### src/rtl/ili_seq_ctrl_if.sv
// Control/status bundle between the display sequencer controller and its surroundings.
// The master side drives the requests and done pulses; the slave side is the controller.
interface ili_seq_ctrl_if #(
    parameter int unsigned FRAME_W = 16
) ();
    logic               i_ena_btn;
    logic               i_stop;
    logic               i_resets_sent;
    logic               i_command_sent;
    logic               i_frame_sent;
    logic [1:0]         o_state_leds;
    logic               o_error;
    logic               o_reset_ini_ena;
    logic               o_send_comm_ena;
    logic               o_command;
    logic [3:0]         o_retry_cnt;
    logic [FRAME_W-1:0] o_frame_cnt;

    modport master (
        output i_ena_btn, i_stop, i_resets_sent, i_command_sent, i_frame_sent,
        input  o_state_leds, o_error, o_reset_ini_ena, o_send_comm_ena, o_command,
        input  o_retry_cnt, o_frame_cnt
    );

    modport slave (
        input  i_ena_btn, i_stop, i_resets_sent, i_command_sent, i_frame_sent,
        output o_state_leds, o_error, o_reset_ini_ena, o_send_comm_ena, o_command,
        output o_retry_cnt, o_frame_cnt
    );
endinterface

### src/rtl/ili_seq_ctrl.sv
// Run controller for an ILI display: reset sequence, init command list, then frame loop,
// with per-phase handshake timeout, bounded retry and an error park state.
module ili_seq_ctrl #(
    parameter int unsigned TIMEOUT_CYC = 1_000_000,
    parameter int unsigned MAX_RETRY   = 3,
    parameter int unsigned FRAME_W     = 16
) (
    input logic          clk,
    input logic          rst,
    ili_seq_ctrl_if.slave bus_io
);

    localparam int unsigned     TmoW     = (TIMEOUT_CYC > 2) ? $clog2(TIMEOUT_CYC) : 1;
    localparam logic [TmoW-1:0] TmoLast  = TmoW'(TIMEOUT_CYC - 1);
    localparam logic [3:0]      MaxRetry = 4'(MAX_RETRY);

    typedef enum logic [2:0] {
        StIdle  = 3'd0,
        StReset = 3'd1,
        StInit  = 3'd2,
        StLoop  = 3'd3,
        StError = 3'd4
    } state_e;

    state_e             state_q;
    logic [TmoW-1:0]    tmo_q;
    logic [3:0]         retry_q;
    logic [FRAME_W-1:0] frame_q;
    logic               btn_q;

    logic btn_rise;
    logic tmo_hit;
    logic retry_ok;

    assign btn_rise = bus_io.i_ena_btn & ~btn_q;
    assign tmo_hit  = (tmo_q == TmoLast);
    assign retry_ok = (retry_q < MaxRetry);

    always_ff @(posedge clk) begin
        if (rst) begin
            state_q <= StIdle;
            tmo_q   <= '0;
            retry_q <= '0;
            frame_q <= '0;
            btn_q   <= 1'b0;
        end else begin
            btn_q <= bus_io.i_ena_btn;
            tmo_q <= '0;
            if (bus_io.i_stop && (state_q != StIdle)) begin
                state_q <= StIdle;
            end else begin
                case (state_q)
                    StIdle, StError: begin
                        // Stop in IDLE suppresses a simultaneous start edge
                        if (btn_rise && !bus_io.i_stop) begin
                            state_q <= StReset;
                            retry_q <= '0;
                            frame_q <= '0;
                        end
                    end
                    StReset, StInit: begin
                        if ((state_q == StReset) ? bus_io.i_resets_sent
                                                 : bus_io.i_command_sent) begin
                            state_q <= (state_q == StReset) ? StInit : StLoop;
                        end else if (tmo_hit) begin
                            if (retry_ok) begin
                                state_q <= StReset;
                                retry_q <= retry_q + 4'd1;
                            end else begin
                                state_q <= StError;
                            end
                        end else begin
                            tmo_q <= tmo_q + TmoW'(1);
                        end
                    end
                    StLoop: begin
                        if (bus_io.i_frame_sent) begin
                            frame_q <= frame_q + FRAME_W'(1);
                        end
                    end
                    default: state_q <= StIdle;
                endcase
            end
        end
    end

    always_comb begin
        bus_io.o_state_leds    = 2'b00;
        bus_io.o_error         = 1'b0;
        bus_io.o_reset_ini_ena = 1'b0;
        bus_io.o_send_comm_ena = 1'b0;
        bus_io.o_command       = 1'b0;
        case (state_q)
            StReset: begin
                bus_io.o_state_leds    = 2'b10;
                bus_io.o_reset_ini_ena = 1'b1;
            end
            StInit: begin
                bus_io.o_state_leds    = 2'b01;
                bus_io.o_send_comm_ena = 1'b1;
            end
            StLoop: begin
                bus_io.o_state_leds    = 2'b11;
                bus_io.o_send_comm_ena = 1'b1;
                bus_io.o_command       = 1'b1;
            end
            StError: bus_io.o_error = 1'b1;
            default: ;
        endcase
    end

    assign bus_io.o_retry_cnt = retry_q;
    assign bus_io.o_frame_cnt = frame_q;

endmodule

### src/flat_wrapper.sv
// flat-port wrapper written by rule: the top's interface ports become plain ports
module ili_seq_ctrl_flat 
#(
    parameter int unsigned TIMEOUT_CYC = 1_000_000,
    parameter int unsigned MAX_RETRY   = 3,
    parameter int unsigned FRAME_W     = 16
)
  (clk, rst, bus_io_i_ena_btn, bus_io_i_stop, bus_io_i_resets_sent, bus_io_i_command_sent, bus_io_i_frame_sent, bus_io_o_state_leds, bus_io_o_error, bus_io_o_reset_ini_ena, bus_io_o_send_comm_ena, bus_io_o_command, bus_io_o_retry_cnt, bus_io_o_frame_cnt);
  ili_seq_ctrl_if #(.FRAME_W(FRAME_W)) bus_io_i ();
  input logic clk;
  input logic rst;
  input wire logic [$bits(bus_io_i.i_ena_btn)-1:0] bus_io_i_ena_btn;
  input wire logic [$bits(bus_io_i.i_stop)-1:0] bus_io_i_stop;
  input wire logic [$bits(bus_io_i.i_resets_sent)-1:0] bus_io_i_resets_sent;
  input wire logic [$bits(bus_io_i.i_command_sent)-1:0] bus_io_i_command_sent;
  input wire logic [$bits(bus_io_i.i_frame_sent)-1:0] bus_io_i_frame_sent;
  output wire logic [$bits(bus_io_i.o_state_leds)-1:0] bus_io_o_state_leds;
  output wire logic [$bits(bus_io_i.o_error)-1:0] bus_io_o_error;
  output wire logic [$bits(bus_io_i.o_reset_ini_ena)-1:0] bus_io_o_reset_ini_ena;
  output wire logic [$bits(bus_io_i.o_send_comm_ena)-1:0] bus_io_o_send_comm_ena;
  output wire logic [$bits(bus_io_i.o_command)-1:0] bus_io_o_command;
  output wire logic [$bits(bus_io_i.o_retry_cnt)-1:0] bus_io_o_retry_cnt;
  output wire logic [$bits(bus_io_i.o_frame_cnt)-1:0] bus_io_o_frame_cnt;
  assign bus_io_i.i_ena_btn = bus_io_i_ena_btn;
  assign bus_io_i.i_stop = bus_io_i_stop;
  assign bus_io_i.i_resets_sent = bus_io_i_resets_sent;
  assign bus_io_i.i_command_sent = bus_io_i_command_sent;
  assign bus_io_i.i_frame_sent = bus_io_i_frame_sent;
  assign bus_io_o_state_leds = bus_io_i.o_state_leds;
  assign bus_io_o_error = bus_io_i.o_error;
  assign bus_io_o_reset_ini_ena = bus_io_i.o_reset_ini_ena;
  assign bus_io_o_send_comm_ena = bus_io_i.o_send_comm_ena;
  assign bus_io_o_command = bus_io_i.o_command;
  assign bus_io_o_retry_cnt = bus_io_i.o_retry_cnt;
  assign bus_io_o_frame_cnt = bus_io_i.o_frame_cnt;
  ili_seq_ctrl #(.TIMEOUT_CYC(TIMEOUT_CYC), .MAX_RETRY(MAX_RETRY), .FRAME_W(FRAME_W)) u_core (.clk(clk), .rst(rst), .bus_io(bus_io_i));
endmodule
### config.mk
export PLATFORM = sky130hd
export DESIGN_NAME = ili_seq_ctrl_flat
export DESIGN_NICKNAME = d
export VERILOG_FILES = /design/src/rtl/ili_seq_ctrl_if.sv /design/src/rtl/ili_seq_ctrl.sv /design/src/flat_wrapper.sv
export SDC_FILE = /design/constraint.sdc
export NUM_CORES = 1
export LEC_CHECK = 0
export CORE_UTILIZATION = 30
export DETAILED_ROUTE_END_ITERATION = 7
export PLACE_DENSITY = 0.61
export SETUP_SLACK_MARGIN = 0.1
export SLEW_MARGIN = 5
export SYNTH_ARGS = -nofsm -noshare
export SYNTH_HDL_FRONTEND = slang
export SYNTH_SLANG_ARGS = --single-unit
### constraint.sdc
create_clock -name clk -period 2.2 [get_ports clk]
set_input_delay 0.33 -clock clk [delete_from_list [all_inputs] [get_ports clk]]
set_output_delay 0.33 -clock clk [all_outputs]
set_load 0.1 [all_outputs]
==> flow_summary.yaml, run 1 <==
synth:
  ys_seq_area_share_pct: 39.8
  yosysUniqueCellTypes: 47
  synth-async-reset-ratio_pct: 0
  synthCells: 252
  ys_warn_count: 0
  synth_seq_cells: 44
  synthFlopType: "dfxtp_1"
  syn_area_sq_um: 2210
  avgSynthCellArea_sq_um: 8.78
  synth_enable_flop_cells: 0
  synth_fp_nets: 262
sta:
  fin_skew_ps: 6.99
  slew_headroom_pct: 75.9
  fmax_ghz: 0.531
  worst_slew_pin_slew_ps: 361
  rsz0062_at_grt: "no"
  fin_ws_ps: 316
  period_share_pct: 85.7
  fin_tns_setup_ps: 0
  slew_viol_final: 0
  final-setup-viol-count: 0
  hold_violations: 0
  period_minus_slack_ps: 1880
route:
  drc: 0
  wl_per_cell_um: 12.1
  viasPerCell: 4.85
  drtIter0Drc: 80
  antenna_left: 0
  num_vias: 1886
  first_pass_iters: 4
  wl_um: 4710
clocking:
  cts.sinks: 44
  clk_pin_slew_ps: 80
  clock_path_buffers: 2
  cts_tree: "yes"
  hold_buffers: 0
  postCtsSetupBuffers: 0
  clk_latency_ps: 290
  cts_made_buffers: 5
  htreeDepth: 2
  post_cts_resized: 0
  clockRootBuffer: "clkbuf_8"
grt:
  grt_pass1_vias: 1803
  grt_max_degree: 20
  grt_pass1_wl_um: 8210
  grt_usage_pct: 13.2
  grt_remaining_overflow: 0
  antenna_found_initial: 0
placed_design:
  place_area_sq_um: 2700
  gp_congestion: 0.800
  dp.cells: 381
  dpl.hpwl_um: 3430
  io_buffers: 32
  pre_cts_ws_ps: 68.7
critical_path:
  startpoint_type: "flip-flop"
  path_buf_inv: 0
  slowest_stage: "or4_1"
  crit_fanout: 8
  endpoint_kind: "flip-flop"
  slowest_delay_ps: 540
  cp_data_arrival_time_ps: 2110
  reg2reg_depth: 5
  path_delay_family: "simple AND/OR/NAND/NOR gates"
  cp_cell_sequence: "and3b_1 -> a21o_1 -> nand4_1 -> or4_1 -> a21oi_1"
  path_class: "flip-flop to flip-flop"
  cp.depth: 5
  cp.required_ps: 2420
status:
  status: "finished, final reports clean"
power_and_ir_drop:
  power_leakage_nw: 1.08
  peakVddDrop_mv: 0.267
  pwr_density_cell_nw_per_um2: 618
finish:
  fillers: 715
  multi_input_area_sq_um: 1270
  seq_area_sq_um: 902
  layout_commonest_cell: "nor2_1"
  antenna_cells: 0
  layout-drive-gt1-share_pct: 22.5
  area_delta_synth_final_pct: 27.0
  fin_area_sq_um: 2810
  final_cell_mix: "nor2_1 (36), dfxtp_1 (31), buf_4 (29), xor2_1 (23), nand2_1 (17)"
  fin_cells: 389
  nets: 302
hold_path:
  hold_depth: 1
  hold_class: "flip-flop to flip-flop"
floorplanning:
  dieArea_sq_um: 7720
  die_h_um: 87.9
  ios: 33
  die_x_um: 87.9
  rows: 30
  start_util_pct: 31.9
  core-area_sq_um: 6940
flow_run:
  cap_violations: 0
worst paths after layout:
path | start | slack (ps) | to
max reg2reg | u_core.state_q[0]$_SDFFE_PP0P_ | 320 | u_core.bus_io.o_frame_cnt[15]$_SDFFE_PP0P_
min | u_core.tmo_q[0]$_SDFF_PP0_ | 480 | u_core.tmo_q[0]$_SDFF_PP0_
min reg2reg | u_core.tmo_q[0]$_SDFF_PP0_ | 480 | u_core.tmo_q[0]$_SDFF_PP0_
max | u_core.state_q[0]$_SDFFE_PP0P_ | 320 | u_core.bus_io.o_frame_cnt[15]$_SDFFE_PP0P_
through the flow:
stage                     utilization [%]  total power [mW]  hold WS (ps)
after floorplan                         -              1.05           392
after global placement               38.8              1.14           463
after detailed placement             38.8              1.14           471
after CTS                            40.4              1.76           491
after global routing                 40.5              1.81           503
final                                40.5              1.74           482
logic make-up after synthesis:
logic type / Yosys count / share of synthesized area, %
flops: 44 / 39.8
compound gates: 32 / 10.4
mux: 1 / 0.453
buf+inv: 11 / 3.22
xor+xnor: 30 / 11.9
simple gates: 131 / 32.5
fa+ha+maj: 3 / 1.70
final cells by class:
cell class	instances	area share, %
clock inverters	3	1.51
repair buffers	41	14.2
multi-input cells	197	45.1
flip-flops and latches	44	32.1
clock buffers	5	2.45
well taps	96	4.27
inverters	3	0.401
per-layer routing:
layer / global-route usage [%] / routed length, um / vias up
li1: - / - / 966
met1: 17.7 / 2330 / 890
met2: 21.2 / 2130 / 28
met3: 3.96 / 238 / 2
met4: 2.68 / 16 / 0
met5: 0 / 0 / -
cells in the mapped netlist (3+ instances only):
cell	number	area share (%)
nand3_1	16	3.6
xnor2_1	7	2.8
nand2_1	17	2.9
o31ai_1	3	1.0
buf_6	3	1.5
o21ai_0	3	0.68
dfxtp_1	44	40
and2_1	6	1.7
nor2_1	36	6.1
inv_1	3	0.51
nor2b_1	4	1.1
nand4_1	9	2.5
or3b_1	4	1.6
a21o_1	3	1.0
and4_1	4	1.6
xor2_1	23	9.1
a21oi_1	10	2.3
or4_1	4	1.4
clkbuf_1	3	0.51
and3_1	10	2.8
nor3_1	3	0.68
ha_1	3	1.7
state kept, by name, summed over array words and instances (netlist names):
register / count
u_core.tmo_q: 20
u_core.bus_io.o_frame_cnt: 16
u_core.bus_io.o_retry_cnt: 4
u_core.state_q: 3
u_core.btn_q: 1
power breakdown:
| part | switching, mW | internal [mW] | leakage (nW) |
|---|---|---|---|
| logic | 0.193 | 0.107 | 0.663 |
| clock network | 0.278 | 0.336 | 0.0541 |
| registers | 0.0161 | 0.806 | 0.362 |
No activity file was read; power rests on OpenSTA's default activity.
==> run 2: changes to the inputs <==
--- a/config.mk
+++ b/config.mk
@@ -6,8 +6,9 @@
 export NUM_CORES = 1
 export LEC_CHECK = 0
 export CORE_UTILIZATION = 30
+export CTS_BUF_LIST = sky130_fd_sc_hd__clkbuf_4 sky130_fd_sc_hd__clkbuf_8 sky130_fd_sc_hd__clkbuf_16
 export DETAILED_ROUTE_END_ITERATION = 7
-export PLACE_DENSITY = 0.61
+export PLACE_DENSITY_LB_ADDON = 0.1
 export SETUP_SLACK_MARGIN = 0.1
 export SLEW_MARGIN = 5
 export SYNTH_ARGS = -nofsm -noshare
==> constraint.sdc (replaced) <==
create_clock -name clk -period 2.2 [get_ports clk]
set_input_delay 0.44 -clock clk [delete_from_list [all_inputs] [get_ports clk]]
set_output_delay 0.44 -clock clk [all_outputs]
set_load 0.1 [all_outputs]
==> flow_summary.yaml, run 2 (synthesized netlist as in run 1, its figures left out) <==
clocking:
  clock_path_buffers: 2
  hold_buffers: 0
  cts_made_buffers: 5
  clockRootBuffer: "clkbuf_8"
  clk_latency_ps: 300
  htreeDepth: 2
  postCtsSetupBuffers: 0
  clk_pin_slew_ps: 90
  cts.sinks: 44
  cts_tree: "yes"
flow_run:
  cap_violations: 0
finish:
  antenna_cells: 0
  regMostFlops: "u_core.tmo_q"
  nets: 309
  fin_area_sq_um: 2880
  layout_commonest_cell: "nor2_1"
  fin_cells: 396
  largest_reg_flops: 20
  final_cell_mix: "nor2_1 (36), buf_4 (35), dfxtp_1 (32), xor2_1 (23), nand2_1 (17)"
  fillers: 708
  layout-drive-gt1-share_pct: 24.0
  area_delta_synth_final_pct: 30.0
route:
  wl_um: 4990
  drc: 0
  wl_per_cell_um: 12.6
  drtIter0Drc: 85
  antenna_left: 0
  viasPerCell: 4.77
  first_pass_iters: 4
  num_vias: 1888
grt:
  antenna_found_initial: 0
  grt_pass1_vias: 1709
  grt_max_degree: 20
  grt_pass1_wl_um: 8450
  grt_remaining_overflow: 0
  grt_usage_pct: 14.0
critical_path:
  slowest_delay_ps: 530
  cp_cell_sequence: "clkdlybuf4s50_1 -> nand2b_1 -> a21oi_4 -> nand4_1 -> or4_1 -> a21oi_1"
  endpoint_kind: "flip-flop"
  slowest_stage: "or4_1"
  startpoint_type: "input pin"
  crit_fanout: 4
  cp_data_arrival_time_ps: 2150
  cp.required_ps: 2430
  path_class: "input pin to flip-flop"
placed_design:
  dpl.hpwl_um: 3680
  dp.cells: 388
  io_buffers: 32
  place_area_sq_um: 2760
  pre_cts_ws_ps: -31.6
  gp_congestion: 0.720
sta:
  fmax_ghz: 0.520
  slew_headroom_pct: 75.6
  rsz0062_at_grt: "no"
  period_share_pct: 87.4
  fin_skew_ps: 13.4
  worst_slew_pin_slew_ps: 363
  final-setup-viol-count: 0
  slew_viol_final: 0
  hold_violations: 0
  fin_ws_ps: 277
  period_minus_slack_ps: 1920
power_and_ir_drop:
  power_leakage_nw: 1.12
  peakVddDrop_mv: 0.241
  pwr_density_cell_nw_per_um2: 618
hold_path:
  hold_class: "flip-flop to flip-flop"
floorplanning:
  ios: 33
  start_util_pct: 31.9
  die_h_um: 87.9
  core-area_sq_um: 6940
  dieArea_sq_um: 7720
  die_x_um: 87.9
  rows: 30
status:
  status: "finished, final reports clean"
==> run 2: changes by cell type in the layout (fill, tap and decap cells not counted), sizes merged <==
cell | previous run | this run
buf | 35 | 42
clkinvlp | 1 | 0
inv | 3 | 5
clkinv | 1 | 0
==> run 2: what timing repair did <==
| item | 4_1_cts | 5_1_grt |
|---|---|---|
| resized for setup | 0 | 1 |
| endpoints found under the setup margin | 0 | 1 |
| hold endpoints to repair | 0 | 0 |
==> run 2: worst paths after layout <==
path | startpoint | to | slack, ps | depth (start not counted)
setup reg to reg | u_core.state_q[1]$_SDFFE_PP0P_ | u_core.bus_io.o_frame_cnt[15]$_SDFFE_PP0P_ | 320 | 5
hold reg to reg | u_core.tmo_q[0]$_SDFF_PP0_ | u_core.tmo_q[0]$_SDFF_PP0_ | 490 | 1
hold / removal | u_core.tmo_q[0]$_SDFF_PP0_ | u_core.tmo_q[0]$_SDFF_PP0_ | 490 | 1
setup / recovery | bus_io_i_ena_btn | u_core.bus_io.o_frame_cnt[15]$_SDFFE_PP0P_ | 280 | 6
==> run 2: per-stage QoR <==
step	TNS (ps)	hold slack, ps	power [mW]	util [%]
after floorplan	-288	437	1.05	-
after global placement	0	455	1.15	39.8
after detailed placement	-42.0	462	1.15	39.8
after CTS	0	483	1.80	41.4
after global routing	0	504	1.86	41.4
final	0	486	1.78	41.4
==> run 2: final cells by class <==
type | instances | area, sq um | area share [%]
flip-flops and latches | 44 | 901 | 31.3
well taps | 96 | 120 | 4.18
multi-input cells | 197 | 1270 | 44.1
clock buffers | 5 | 68.8 | 2.39
inverters | 3 | 11.3 | 0.391
clock inverters | 3 | 45.0 | 1.57
repair buffers | 48 | 463 | 16.1
==> run 2: metal layers <==
metal	track usage, %	vias up	wire, um
li1	-	984	-
met1	20.0	875	2620
met2	20.6	24	2130
met3	3.39	5	187
met4	4.47	0	51
met5	0	-	0
==> run 2: worst max-delay path, delay by kind of cell <==
family | cells | cell delay [ps]
compound gates | 2 | 350
buf+inv | 1 | 500
simple gates | 3 | 860
==> run 2: power breakdown <==
group          total [mW]  internal, mW  switching (mW)
registers           0.823         0.805          0.0179
logic               0.310         0.116           0.193
clock network       0.644         0.343           0.300
total                1.78          1.27           0.511
==> run 3: changes to the inputs <==
--- a/config.mk
+++ b/config.mk
@@ -5,7 +5,7 @@
 export SDC_FILE = /design/constraint.sdc
 export NUM_CORES = 1
 export LEC_CHECK = 0
-export CORE_UTILIZATION = 30
+export CORE_UTILIZATION = 40
 export CTS_BUF_LIST = sky130_fd_sc_hd__clkbuf_4 sky130_fd_sc_hd__clkbuf_8 sky130_fd_sc_hd__clkbuf_16
 export DETAILED_ROUTE_END_ITERATION = 7
 export PLACE_DENSITY_LB_ADDON = 0.1
==> constraint.sdc (replaced) <==
create_clock -name clk -period 1.62 [get_ports clk]
set_input_delay 0.324 -clock clk [delete_from_list [all_inputs] [get_ports clk]]
set_output_delay 0.324 -clock clk [all_outputs]
set_load 0.1 [all_outputs]
==> flow_summary.yaml, run 3 (synthesized netlist as in run 1, its figures left out) <==
finish:
  fin_util_pct: 71.2
  area_delta_synth_final_pct: 67.4
  layout_commonest_cell: "buf_4"
  seq_area_sq_um: 935
  fin_cells: 417
  nets: 356
  fin_area_sq_um: 3700
  fillers: 406
  layout-drive-gt1-share_pct: 46.4
  antenna_cells: 0
  regMostFlops: "u_core.tmo_q"
  multi_input_area_sq_um: 1460
  final_cell_mix: "buf_4 (47), nor2_1 (34), buf_12 (27), dfxtp_1 (23), xor2_1 (22)"
  largest_reg_flops: 20
clocking:
  clk_latency_ps: 300
  cts_made_buffers: 5
  clock_path_buffers: 2
  htreeDepth: 2
  clk_pin_slew_ps: 90
  clockRootBuffer: "clkbuf_8"
  hold_buffers: 0
  cts.sinks: 44
  cts_tree: "yes"
placed_design:
  place_area_sq_um: 3340
  dpl.hpwl_um: 4110
  dp.cells: 398
  gp_congestion: 0.829
  io_buffers: 32
floorplanning:
  rows: 26
  core-area_sq_um: 5200
  start_util_pct: 42.5
  die_x_um: 76.4
  ios: 33
  die_h_um: 76.4
  dieArea_sq_um: 5830
sta:
  slew_viol_final: 0
  fmax_ghz: 0.589
  fin_skew_ps: 9.56
  worst_slew_pin_slew_ps: 368
  slew_headroom_pct: 75.5
  hold_violations: 0
  rsz0062_at_grt: "yes"
  fin_ws_ps: -76.6
  period_share_pct: 105
  period_minus_slack_ps: 1700
  final-setup-viol-count: 28
critical_path:
  cp.depth: 6
  path_delay_family: "simple AND/OR/NAND/NOR gates"
  r2r_slack_ps: -80
  rr_endpoint: "u_core.state_q[2]$_SDFFE_PP0P_"
  cp-endpoint: "u_core.state_q[2]$_SDFFE_PP0P_"
  r2r-start: "u_core.state_q[0]$_SDFFE_PP0P_"
  startpoint_type: "flip-flop"
  slowest_stage: "or3b_1"
  crit_fanout: 6
  cp_data_arrival_time_ps: 1930
  reg2reg_depth: 6
  cp_cell_sequence: "buf_6 -> or3b_1 -> a21o_1 -> a21oi_4 -> or3b_4 -> mux2i_1"
  cp.required_ps: 1850
  startpoint: "u_core.state_q[0]$_SDFFE_PP0P_"
  path_class: "flip-flop to flip-flop"
  endpoint_kind: "flip-flop"
  slowest_delay_ps: 430
  path_buf_inv: 1
grt:
  grt.busiest_layer: "met2"
  grt_pass1_vias: 2058
  grt_usage_pct: 20.7
  gr-usage-met1_pct: 26.0
  antenna_found_initial: 0
  grt_remaining_overflow: 0
  met3_usage_pct: 3.47
  grt_use_met2_pct: 36.2
  grt_pass1_wl_um: 9600
  grt_max_degree: 20
status:
  violations: "negative setup slack"
  status: "finished, violations left"
route:
  antenna_left: 0
  wl_um: 5850
  drtIter0Drc: 69
  viasPerCell: 5.19
  first_pass_iters: 4
  num_vias: 2165
  drc: 0
  wl_per_cell_um: 14.0
power_and_ir_drop:
  power_leakage_nw: 1.46
  p_int_mw: 1.67
  peakVddDrop_mv: 0.588
  p_sw_mw: 0.765
  comb_power_share_pct: 25.3
  seqPwrFrac_pct: 44.9
  clkPwrFrac_pct: 29.9
  switching_share_pct: 31.4
  pwr_density_cell_nw_per_um2: 658
flow_run:
  cap_violations: 0
hold_path:
  hold_class: "input pin to flip-flop"
run 3: cell count changes in the layout (fill, tap and decap cells not counted), sizes merged:
cell | before | now
dlygate4sd2 | 0 | 2
clkinv | 0 | 1
bufinv | 1 | 0
clkdlybuf4s50 | 6 | 4
buf | 42 | 89
run 3: per-layer routing:
| metal | up-vias | part of all wire [%] |
|---|---|---|
| li1 | 1073 | - |
| met1 | 1058 | 46 |
| met2 | 30 | 51 |
| met3 | 4 | 2.5 |
| met4 | 0 | 0.89 |
| met5 | - | 0 |
run 3: area by class of cell:
cell class / count / share of cell area (%)
clock buffer: 5 / 1.86
clock inverter: 3 / 0.574
tap: 70 / 2.36
inverter: 3 / 0.304
timing repair buffer: 95 / 30.2
sequential: 44 / 25.2
multi-input combinational: 197 / 39.4
run 3: timing repair:
item                                    4_1_cts  5_1_grt
pin swaps                                    15       19
endpoints found under the setup margin       41       49
gates cloned                                  0        0
buffers inserted                              6        6
resized for setup                            21       30
run 3: worst min-delay path by stage:
stage                     depth (start not counted)                           start                                         to  slack (ps)
after CTS                                         2                bus_io_i_ena_btn                    u_core.btn_q$_SDFF_PP0_         460
after global placement                            2  u_core.state_q[1]$_SDFFE_PP0P_             u_core.state_q[1]$_SDFFE_PP0P_         480
final                                             2                bus_io_i_ena_btn                    u_core.btn_q$_SDFF_PP0_         460
after detailed placement                          2  u_core.state_q[1]$_SDFFE_PP0P_             u_core.state_q[1]$_SDFFE_PP0P_         480
after global routing                              2                bus_io_i_ena_btn                    u_core.btn_q$_SDFF_PP0_         480
after floorplan                                   1                             rst  u_core.bus_io.o_retry_cnt[1]$_SDFFE_PP0P_         380
run 3: power by group through the flow:
| stage | clock, mW | sequential [mW] | combinational, mW |
|---|---|---|---|
| global placement | 0 | 1.12 | 0.517 |
| detailed placement | 0 | 1.12 | 0.521 |
| finish | 0.728 | 1.09 | 0.617 |
| global route | 0.795 | 1.10 | 0.647 |
| floorplan | 0 | 1.15 | 0.276 |
| CTS | 0.735 | 1.09 | 0.566 |
run 3: metrics by stage:
stage / worst slack [ps] / power, mW / hold slack, ps / TNS (ps)
after floorplan: -197 / 1.42 / 383 / -946
final: -76.6 / 2.44 / 456 / -1020
after global routing: -177 / 2.54 / 478 / -3550
after detailed placement: -441 / 1.64 / 485 / -12190
after global placement: -411 / 1.63 / 478 / -11370
after CTS: -50.7 / 2.39 / 464 / -525
